## config.mk

```make
export PLATFORM = sky130hd
export DESIGN_NAME = rf_pulse_deframer_flat
export DESIGN_NICKNAME = d
export VERILOG_FILES = /design/src/rtl/rf_pulse_deframer_if.sv /design/src/rtl/rf_pulse_deframer.sv /design/src/flat_wrapper.sv
export SDC_FILE = /design/constraint.sdc
export NUM_CORES = 1
export LEC_CHECK = 0
export CAP_MARGIN = 10
export CORE_ASPECT_RATIO = 1.75
export CORE_UTILIZATION = 56
export DETAILED_ROUTE_END_ITERATION = 8
export MAX_ROUTING_LAYER = met4
export PLACE_DENSITY_LB_ADDON = 0.2
export SLEW_MARGIN = 20
export SYNTH_ARGS = -nofsm -noshare
export SYNTH_HDL_FRONTEND = slang
export SYNTH_SLANG_ARGS = --single-unit
```

## constraint.sdc

```tcl
create_clock -name i_PCLK -period 5.2 [get_ports i_PCLK]
set_input_delay 1.56 -clock i_PCLK [delete_from_list [all_inputs] [get_ports i_PCLK]]
set_output_delay 1.56 -clock i_PCLK [all_outputs]
set_load 0.02 [all_outputs]
```

## src/rtl/rf_pulse_deframer_if.sv

```systemverilog
// Host-side bundle of the pulse deframer: receiver control, byte read port
// and status flags. The host drives the master side; the deframer is the slave.
interface rf_pulse_deframer_if #(
  parameter int DEPTH = 4
);
  localparam int CNTW = $clog2(DEPTH) + 1;

  logic            i_rx_en;
  logic            i_rd;
  logic            i_clr_err;
  logic [7:0]      o_rd_data;
  logic            o_pkt_avail;
  logic [CNTW-1:0] o_pkt_cnt;
  logic            o_pkt_rec;
  logic            o_busy;
  logic            o_err;
  logic            o_ovf;

  modport master (
    output i_rx_en, i_rd, i_clr_err,
    input  o_rd_data, o_pkt_avail, o_pkt_cnt, o_pkt_rec, o_busy, o_err, o_ovf
  );

  modport slave (
    input  i_rx_en, i_rd, i_clr_err,
    output o_rd_data, o_pkt_avail, o_pkt_cnt, o_pkt_rec, o_busy, o_err, o_ovf
  );
endinterface

```

## src/rtl/rf_pulse_deframer.sv

```systemverilog
// RF pulse-slot receiver: synchronises the raw pulse train, locks onto an
// evenly spaced preamble, decodes a fixed-length payload with per-pulse
// re-anchoring and queues whole packets for byte-wise reading, MSB first.
//
// cnt holds the number of cycles elapsed since the current anchor: the cycle
// after an anchoring edge reads 1, so an edge that follows the anchor by S
// cycles sees cnt == S and the window is symmetric around SLOT_CYCLES.
// A timeout re-anchors virtually at SLOT_CYCLES, hence the TOL+1 reload.
module rf_pulse_deframer #(
  parameter int SLOT_CYCLES  = 10000,
  parameter int TOL          = 1000,
  parameter int PRE_LEN      = 8,
  parameter int PAYLOAD_BITS = 64,
  parameter int DEPTH        = 4
) (
  input  logic               i_PCLK,
  input  logic               i_PRESETn,
  input  logic               i_rfin,
  rf_pulse_deframer_if.slave bus
);

  localparam int CW     = $clog2(SLOT_CYCLES + TOL + 1);
  localparam int PCW    = $clog2(PRE_LEN + 1);
  localparam int IW     = $clog2(PAYLOAD_BITS);
  localparam int NBYTES = PAYLOAD_BITS / 8;
  localparam int BW     = (NBYTES > 1) ? $clog2(NBYTES) : 1;
  localparam int AW     = $clog2(DEPTH);
  localparam int PW     = AW + 1;

  localparam logic [CW-1:0]  CNT_MAX    = CW'(SLOT_CYCLES + TOL);
  localparam logic [CW-1:0]  CNT_WIN_LO = CW'(SLOT_CYCLES - TOL);
  localparam logic [CW-1:0]  CNT_ANCHOR = CW'(1);
  localparam logic [CW-1:0]  CNT_VIRT   = CW'(TOL + 1);
  localparam logic [PCW-1:0] PC_ONE     = PCW'(1);
  localparam logic [PCW-1:0] PC_LAST    = PCW'(PRE_LEN - 1);
  localparam logic [IW-1:0]  BIT_LAST   = IW'(PAYLOAD_BITS - 1);
  localparam logic [BW-1:0]  BYTE_LAST  = BW'(NBYTES - 1);

  typedef enum logic [1:0] {
    HUNT    = 2'd0,
    PAYLOAD = 2'd1,
    PUSH    = 2'd2
  } state_t;

  state_t                  state_q, state_d;
  logic                    sync1_q, sync2_q, sync3_q, edge_q;
  logic [CW-1:0]           cnt_q, cnt_d;
  logic [PCW-1:0]          pc_q, pc_d;
  logic [IW-1:0]           bit_idx_q, bit_idx_d;
  logic [PAYLOAD_BITS-1:0] sr_q, sr_d;
  logic                    err_set, push_req;
  logic                    rise, win, early, tmo, last_bit;

  logic [PAYLOAD_BITS-1:0] mem_q [DEPTH];
  logic [PW-1:0]           wptr_q, rptr_q;
  logic [BW-1:0]           bidx_q;
  logic [7:0]              rd_data_q;
  logic                    pkt_rec_q, err_q, ovf_q;
  logic                    fifo_empty, fifo_full, rd_fire, last_byte;
  logic                    pop, push_ok, ovf_set;
  logic [PAYLOAD_BITS-1:0] head;
  logic [7:0]              head_bytes [NBYTES];
  logic [7:0]              head_byte;

  // Two-flop synchroniser followed by a registered rising-edge detector.
  always_ff @(posedge i_PCLK) begin
    if (!i_PRESETn) begin
      sync1_q <= 1'b0;
      sync2_q <= 1'b0;
      sync3_q <= 1'b0;
      edge_q  <= 1'b0;
    end else begin
      sync1_q <= i_rfin;
      sync2_q <= sync1_q;
      sync3_q <= sync2_q;
      edge_q  <= sync2_q & ~sync3_q;
    end
  end

  assign rise     = edge_q & bus.i_rx_en;
  assign win      = (cnt_q >= CNT_WIN_LO);
  assign early    = ~win;
  assign tmo      = (cnt_q == CNT_MAX) & ~rise;
  assign last_bit = (bit_idx_q == BIT_LAST);

  // FSM state register.
  always_ff @(posedge i_PCLK) begin
    if (!i_PRESETn) state_q <= HUNT;
    else            state_q <= state_d;
  end

  // FSM next-state decision: preamble lock, payload errors and packet push.
  always_comb begin
    state_d = state_q;
    if (!bus.i_rx_en) begin
      state_d = HUNT;
    end else begin
      case (state_q)
        HUNT: begin
          if (rise && win && (pc_q == PC_LAST)) state_d = PAYLOAD;
        end
        PAYLOAD: begin
          if (rise && early)              state_d = HUNT;
          else if ((rise || tmo) && last_bit) state_d = PUSH;
        end
        PUSH:    state_d = HUNT;
        default: state_d = HUNT;
      endcase
    end
  end

  // Per-state datapath updates: slot counter, preamble count, bit shifting.
  always_comb begin
    cnt_d     = (cnt_q == CNT_MAX) ? cnt_q : cnt_q + 1'b1;
    pc_d      = pc_q;
    bit_idx_d = bit_idx_q;
    sr_d      = sr_q;
    err_set   = 1'b0;
    push_req  = 1'b0;
    if (!bus.i_rx_en) begin
      cnt_d     = '0;
      pc_d      = '0;
      bit_idx_d = '0;
      sr_d      = '0;
    end else begin
      case (state_q)
        HUNT: begin
          if (rise) begin
            cnt_d = CNT_ANCHOR;
            if ((pc_q == '0) || early) begin
              pc_d = PC_ONE;
            end else if (pc_q == PC_LAST) begin
              pc_d      = '0;
              bit_idx_d = '0;
              sr_d      = '0;
            end else begin
              pc_d = pc_q + 1'b1;
            end
          end else if (pc_q == '0) begin
            cnt_d = '0;
          end else if (tmo) begin
            pc_d  = '0;
            cnt_d = '0;
          end
        end
        PAYLOAD: begin
          if (rise && early) begin
            err_set   = 1'b1;
            sr_d      = '0;
            bit_idx_d = '0;
            pc_d      = '0;
            cnt_d     = '0;
          end else if (rise || tmo) begin
            sr_d      = {sr_q[PAYLOAD_BITS-2:0], rise};
            cnt_d     = rise ? CNT_ANCHOR : CNT_VIRT;
            bit_idx_d = last_bit ? '0 : bit_idx_q + 1'b1;
          end
        end
        PUSH: begin
          push_req  = 1'b1;
          cnt_d     = '0;
          pc_d      = '0;
          bit_idx_d = '0;
        end
        default: begin
          cnt_d = '0;
          pc_d  = '0;
        end
      endcase
    end
  end

  // Decode datapath registers.
  always_ff @(posedge i_PCLK) begin
    if (!i_PRESETn) begin
      cnt_q     <= '0;
      pc_q      <= '0;
      bit_idx_q <= '0;
      sr_q      <= '0;
    end else begin
      cnt_q     <= cnt_d;
      pc_q      <= pc_d;
      bit_idx_q <= bit_idx_d;
      sr_q      <= sr_d;
    end
  end

  assign fifo_empty = (wptr_q == rptr_q);
  assign fifo_full  = (wptr_q[AW] != rptr_q[AW]) &&
                      (wptr_q[AW-1:0] == rptr_q[AW-1:0]);
  assign rd_fire    = bus.i_rd & ~fifo_empty;
  assign last_byte  = (bidx_q == BYTE_LAST);
  assign pop        = rd_fire & last_byte;
  // A same-cycle final-byte pop frees the slot before the push is judged.
  assign push_ok    = push_req & (~fifo_full | pop);
  assign ovf_set    = push_req & fifo_full & ~pop;
  assign head       = mem_q[rptr_q[AW-1:0]];

  // Split the head packet into bytes, MSB first.
  always_comb begin
    for (int i = 0; i < NBYTES; i++) begin
      head_bytes[i] = head[PAYLOAD_BITS-1-8*i -: 8];
    end
  end

  assign head_byte = head_bytes[bidx_q];

  // Packet storage; contents need no reset because the pointers qualify them.
  always_ff @(posedge i_PCLK) begin
    if (push_ok) mem_q[wptr_q[AW-1:0]] <= sr_q;
  end

  // FIFO pointers, byte read port and sticky status flags.
  always_ff @(posedge i_PCLK) begin
    if (!i_PRESETn) begin
      wptr_q    <= '0;
      rptr_q    <= '0;
      bidx_q    <= '0;
      rd_data_q <= '0;
      pkt_rec_q <= 1'b0;
      err_q     <= 1'b0;
      ovf_q     <= 1'b0;
    end else begin
      if (push_ok) wptr_q <= wptr_q + 1'b1;
      if (pop)     rptr_q <= rptr_q + 1'b1;
      if (rd_fire) begin
        rd_data_q <= head_byte;
        bidx_q    <= last_byte ? '0 : bidx_q + 1'b1;
      end
      pkt_rec_q <= push_ok;
      err_q     <= err_set | (err_q & ~bus.i_clr_err);
      ovf_q     <= ovf_set | (ovf_q & ~bus.i_clr_err);
    end
  end

  assign bus.o_rd_data   = rd_data_q;
  assign bus.o_pkt_avail = ~fifo_empty;
  assign bus.o_pkt_cnt   = wptr_q - rptr_q;
  assign bus.o_pkt_rec   = pkt_rec_q;
  assign bus.o_busy      = (state_q != HUNT) || (pc_q != '0);
  assign bus.o_err       = err_q;
  assign bus.o_ovf       = ovf_q;

endmodule

```

## src/flat_wrapper.sv

```systemverilog
// flat-port wrapper written by rule: the top's interface ports become plain ports
module rf_pulse_deframer_flat 
#(
  parameter int SLOT_CYCLES  = 10000,
  parameter int TOL          = 1000,
  parameter int PRE_LEN      = 8,
  parameter int PAYLOAD_BITS = 64,
  parameter int DEPTH        = 4
)
  (i_PCLK, i_PRESETn, i_rfin, bus_i_rx_en, bus_i_rd, bus_i_clr_err, bus_o_rd_data, bus_o_pkt_avail, bus_o_pkt_cnt, bus_o_pkt_rec, bus_o_busy, bus_o_err, bus_o_ovf);
  rf_pulse_deframer_if #(.DEPTH(DEPTH)) bus_i ();
  input  logic i_PCLK;
  input  logic i_PRESETn;
  input  logic i_rfin;
  input wire logic [$bits(bus_i.i_rx_en)-1:0] bus_i_rx_en;
  input wire logic [$bits(bus_i.i_rd)-1:0] bus_i_rd;
  input wire logic [$bits(bus_i.i_clr_err)-1:0] bus_i_clr_err;
  output wire logic [$bits(bus_i.o_rd_data)-1:0] bus_o_rd_data;
  output wire logic [$bits(bus_i.o_pkt_avail)-1:0] bus_o_pkt_avail;
  output wire logic [$bits(bus_i.o_pkt_cnt)-1:0] bus_o_pkt_cnt;
  output wire logic [$bits(bus_i.o_pkt_rec)-1:0] bus_o_pkt_rec;
  output wire logic [$bits(bus_i.o_busy)-1:0] bus_o_busy;
  output wire logic [$bits(bus_i.o_err)-1:0] bus_o_err;
  output wire logic [$bits(bus_i.o_ovf)-1:0] bus_o_ovf;
  assign bus_i.i_rx_en = bus_i_rx_en;
  assign bus_i.i_rd = bus_i_rd;
  assign bus_i.i_clr_err = bus_i_clr_err;
  assign bus_o_rd_data = bus_i.o_rd_data;
  assign bus_o_pkt_avail = bus_i.o_pkt_avail;
  assign bus_o_pkt_cnt = bus_i.o_pkt_cnt;
  assign bus_o_pkt_rec = bus_i.o_pkt_rec;
  assign bus_o_busy = bus_i.o_busy;
  assign bus_o_err = bus_i.o_err;
  assign bus_o_ovf = bus_i.o_ovf;
  rf_pulse_deframer #(.SLOT_CYCLES(SLOT_CYCLES), .TOL(TOL), .PRE_LEN(PRE_LEN), .PAYLOAD_BITS(PAYLOAD_BITS), .DEPTH(DEPTH)) u_core (.i_PCLK(i_PCLK), .i_PRESETn(i_PRESETn), .i_rfin(i_rfin), .bus(bus_i));
endmodule
```

==> insert_results.sql <==
INSERT INTO impl_metrics (metric_group, metric, value, unit) VALUES
('global_routing', 'grt_pass1_vias', '8076', ''),
('clock_network', 'postCtsSetupBuffers', '0', ''),
('power', 'switching_power', '0.00101', 'W'),
('synth', 'synth.largest_area_cell', 'edfxtp_1', ''),
('synth', 'mux_contribution_to_synthesized_area', '10.1', '%'),
('synth', 'synth_edf_count', '256', ''),
('status', 'outcome', 'finished, final reports clean', ''),
('timing', 'final-setup-viol-count', '0', ''),
('global_routing', 'gr-usage-met2', '40.8', '%'),
('detailed_routing', 'dr.first_iter.drc_count', '581', ''),
('layout', 'layout.cells.non_filler', '1311', ''),
('synth', 'synth_top_family_by_area', 'multiplexers', ''),
('synth', 'synth-compound-area-share', '8.06', '%'),
('power', 'power_per_cell_area', '338', 'nW/um^2'),
('timing', 'drv_slew', '0', ''),
('place', 'port_buffers', '21', ''),
('timing', 'fin_setup_tns', '0', 'ps'),
('worst_setup_path', 'cp_data_required_time', '3640', 'ps'),
('timing', 'hold_slack', '384', 'ps'),
('clock_network', 'tritoncts_clock_tree', 'done', ''),
('detailed_routing', 'vias', '7908', ''),
('clock_network', 'clk_transition_reported_paths', '70', 'ps'),
('worst_setup_path', 'setup.reg_to_reg.worst_slack', '2210', 'ps'),
('timing', 'grt_setup_unrepaired', 'no', ''),
('clock_network', 'clock-sinks', '372', ''),
('detailed_routing', 'detail_route.wl_per_cell', '21.8', 'microns'),
('worst_hold_path', 'worst_min_delay_path_category', 'flip-flop to flip-flop', ''),
('floorplanning', 'num_io_pins', '22', ''),
('timing', 'fmax', '0.253', 'GHz'),
('global_routing', 'global_route.usage.met3', '2.87', '%'),
('global_routing', 'most_heavily_used_metal_layer_in_global_routing', 'met2', ''),
('worst_setup_path', 'cp_max_fo', '4', ''),
('layout', 'ratio_of_cells_with_drive_above_1_in_the_final_layout', '13.8', '%'),
('floorplanning', 'design.die.area', '26600', 'sq um'),
('synth', 'synth.cells.most_frequent', 'edfxtp_1 (256), nand2_1 (117), dfxtp_1 (116)', ''),
('worst_hold_path', 'whs_path_depth', '1', ''),
('place', 'place.detailed.instances', '1255', ''),
('synth', 'synthesis.yosys.warnings', '0', ''),
('clock_network', 'cts.path.max_buffers', '3', ''),
('floorplanning', 'num_rows', '77', ''),
('synth', 'netlist_top_cells_area', 'edfxtp_1 (53%), dfxtp_1 (16%), mux4_2 (8.2%)', ''),
('timing', 'clock-skew-final', '18.3', 'ps'),
('clock_network', 'clock_insertion_delay_worst_skew', '560', 'ps'),
('timing', 'report.final.hold_viol_count', '0', ''),
('layout', 'flow.area_growth_from_synthesis', '10.1', '%'),
('synth', 'xor_xnor_share_of_the_synthesized_area', '1.09', '%'),
('synth', 'yosysMostFrequentCell', 'edfxtp_1', ''),
('synth', 'synthSimpleGateAreaFrac', '7.72', '%'),
('power', 'cellInternalPower', '0.00440', 'W'),
('global_routing', 'grt_util_all_layers', '23.1', '%'),
('worst_setup_path', 'worst_setup_path_end_kind', 'output pin', ''),
('worst_setup_path', 'critical_path_arrival', '2400', 'ps'),
('job', 'max-cap-violations', '0', ''),
('timing', 'relSlewSlack', '28.6', '%'),
('layout', 'number_of_nets_in_the_layout', '992', ''),
('worst_setup_path', 'r2r_start', 'u_core.bidx_q[2]', ''),
('synth', 'portion_of_synthesized_cell_area_occupied_by_the_leading_cell_type', '52.9', '%'),
('worst_setup_path', 'criticalPathCategory', 'flip-flop to output pin', ''),
('floorplanning', 'core_region_area', '25300', 'sq um'),
('timing', 'min_period_over_period', '76.1', '%'),
('floorplanning', 'floorplan.die.width', '124', 'microns'),
('timing', 'fin_crit', '3960', 'ps'),
('detailed_routing', 'first_pass_iters', '5', ''),
('power', 'power', '0.00541', 'W'),
('global_routing', 'grt_antenna_before_repair', '0', ''),
('synth', 'postSynthRegisterBits', '372', ''),
('worst_setup_path', 'timing.rr.end', 'u_core.mem_q[0][58]', ''),
('place', 'dp_hpwl', '18900', 'microns'),
('power', 'static-leakage-power', '5.66', 'nW'),
('detailed_routing', 'antenna_violating_nets_post_route', '0', ''),
('detailed_routing', 'detail_route.wirelength', '28600', 'microns');
[per-stage QoR]
stage	setup slack, ps	cell area [sq um]
final	1240	16000
after detailed placement	1160	15000
after global placement	1200	15000
after floorplan	1110	14500
after CTS	1210	16000
after global routing	1150	16000
[area by class of cell]
type	instances	area, sq um
Clock inverter	9	50.0
Fill cell	1861	9340
Multi-Input combinational cell	513	4120
Clock buffer	47	961
Sequential cell	372	10000
Tap cell	316	395
Timing Repair Buffer	36	385
Inverter	18	67.6
[sequential cells by signal, indices dropped and copies added (netlist names), 2 cells and up, named ones only]
signal and flops:
u_core.sr_q 64, u_core.mem_q 256, u_core.bit_idx_q 6, u_core.cnt_q 14
u_core.state_q 2, u_core.wptr_q 3, u_core.bidx_q 3, u_core.pc_q 4
u_core.bus.o_rd_data 8, u_core.rptr_q 3
[power by group through the flow]
stage / sequential [W] / combinational (W) / clock [W]
after global placement: 0.00319 / 0.0000268 / 0
after floorplan: 0.00319 / 0.0000148 / 0
after detailed placement: 0.00319 / 0.0000270 / 0
final: 0.00312 / 0.0000267 / 0.00226
after global routing: 0.00312 / 0.0000294 / 0.00239
after CTS: 0.00312 / 0.0000272 / 0.00229
[kinds of logic after synthesis]
group | after synthesis
and+or+nand+nor | 239
adders and majority gates | 15
DFF | 372
xor gates and xnor gates | 18
muxes | 80
buffers and inverters | 69
AOI/OAI and AO/OA | 161
[cell usage in the layout (no fill, tap or decap), types with 9 or more instances in the layout]
| cell type | instances |
|---|---|
| nand3_1 | 22 |
| a22oi_1 | 9 |
| o22ai_1 | 66 |
| clkbuf_16 | 35 |
| mux4_2 | 53 |
| nor2_1 | 36 |
| clkdlybuf4s50_1 | 21 |
| xor2_1 | 10 |
| inv_1 | 18 |
| ha_1 | 14 |
| buf_4 | 10 |
| and2_1 | 13 |
| o211ai_1 | 10 |
| edfxtp_1 | 256 |
| mux2i_1 | 27 |
| a31oi_1 | 11 |
| o21ai_0 | 16 |
| dfxtp_1 | 114 |
| nand2_1 | 117 |
| a21oi_1 | 12 |
[worst max-delay path: stages, from the launching register on]
cell and delay (ps):
dfxtp_1 360, inv_1 110, ha_1 210, fa_1 370
xor2_1 160, clkdlybuf4s50_1 620
[per-layer routing]
| layer | wire length (microns) | up-vias |
|---|---|---|
| li1 | - | 3698 |
| met1 | 11000 | 3992 |
| met2 | 15700 | 157 |
| met3 | 982 | 61 |
| met5 | 0 | - |
| met4 | 947 | 0 |
[worst max-delay path by stage]
stage	start	endpoint	slack, ps	cells past startpoint
3_5_place_dp	bus_i_rx_en	u_core.mem_q[3][34]	1160	5
4_1_cts	u_core.wptr_q[0]	bus_o_pkt_cnt[2]	1210	5
2_1_floorplan	bus_i_rd	u_core.mem_q[3][0]	1110	3
5_1_grt	u_core.wptr_q[0]	bus_o_pkt_cnt[2]	1150	5
3_3_place_gp	bus_i_rx_en	u_core.wptr_q[2]	1200	7
6_report	u_core.wptr_q[0]	bus_o_pkt_cnt[2]	1240	5
Power figures use the tool's default switching activity.
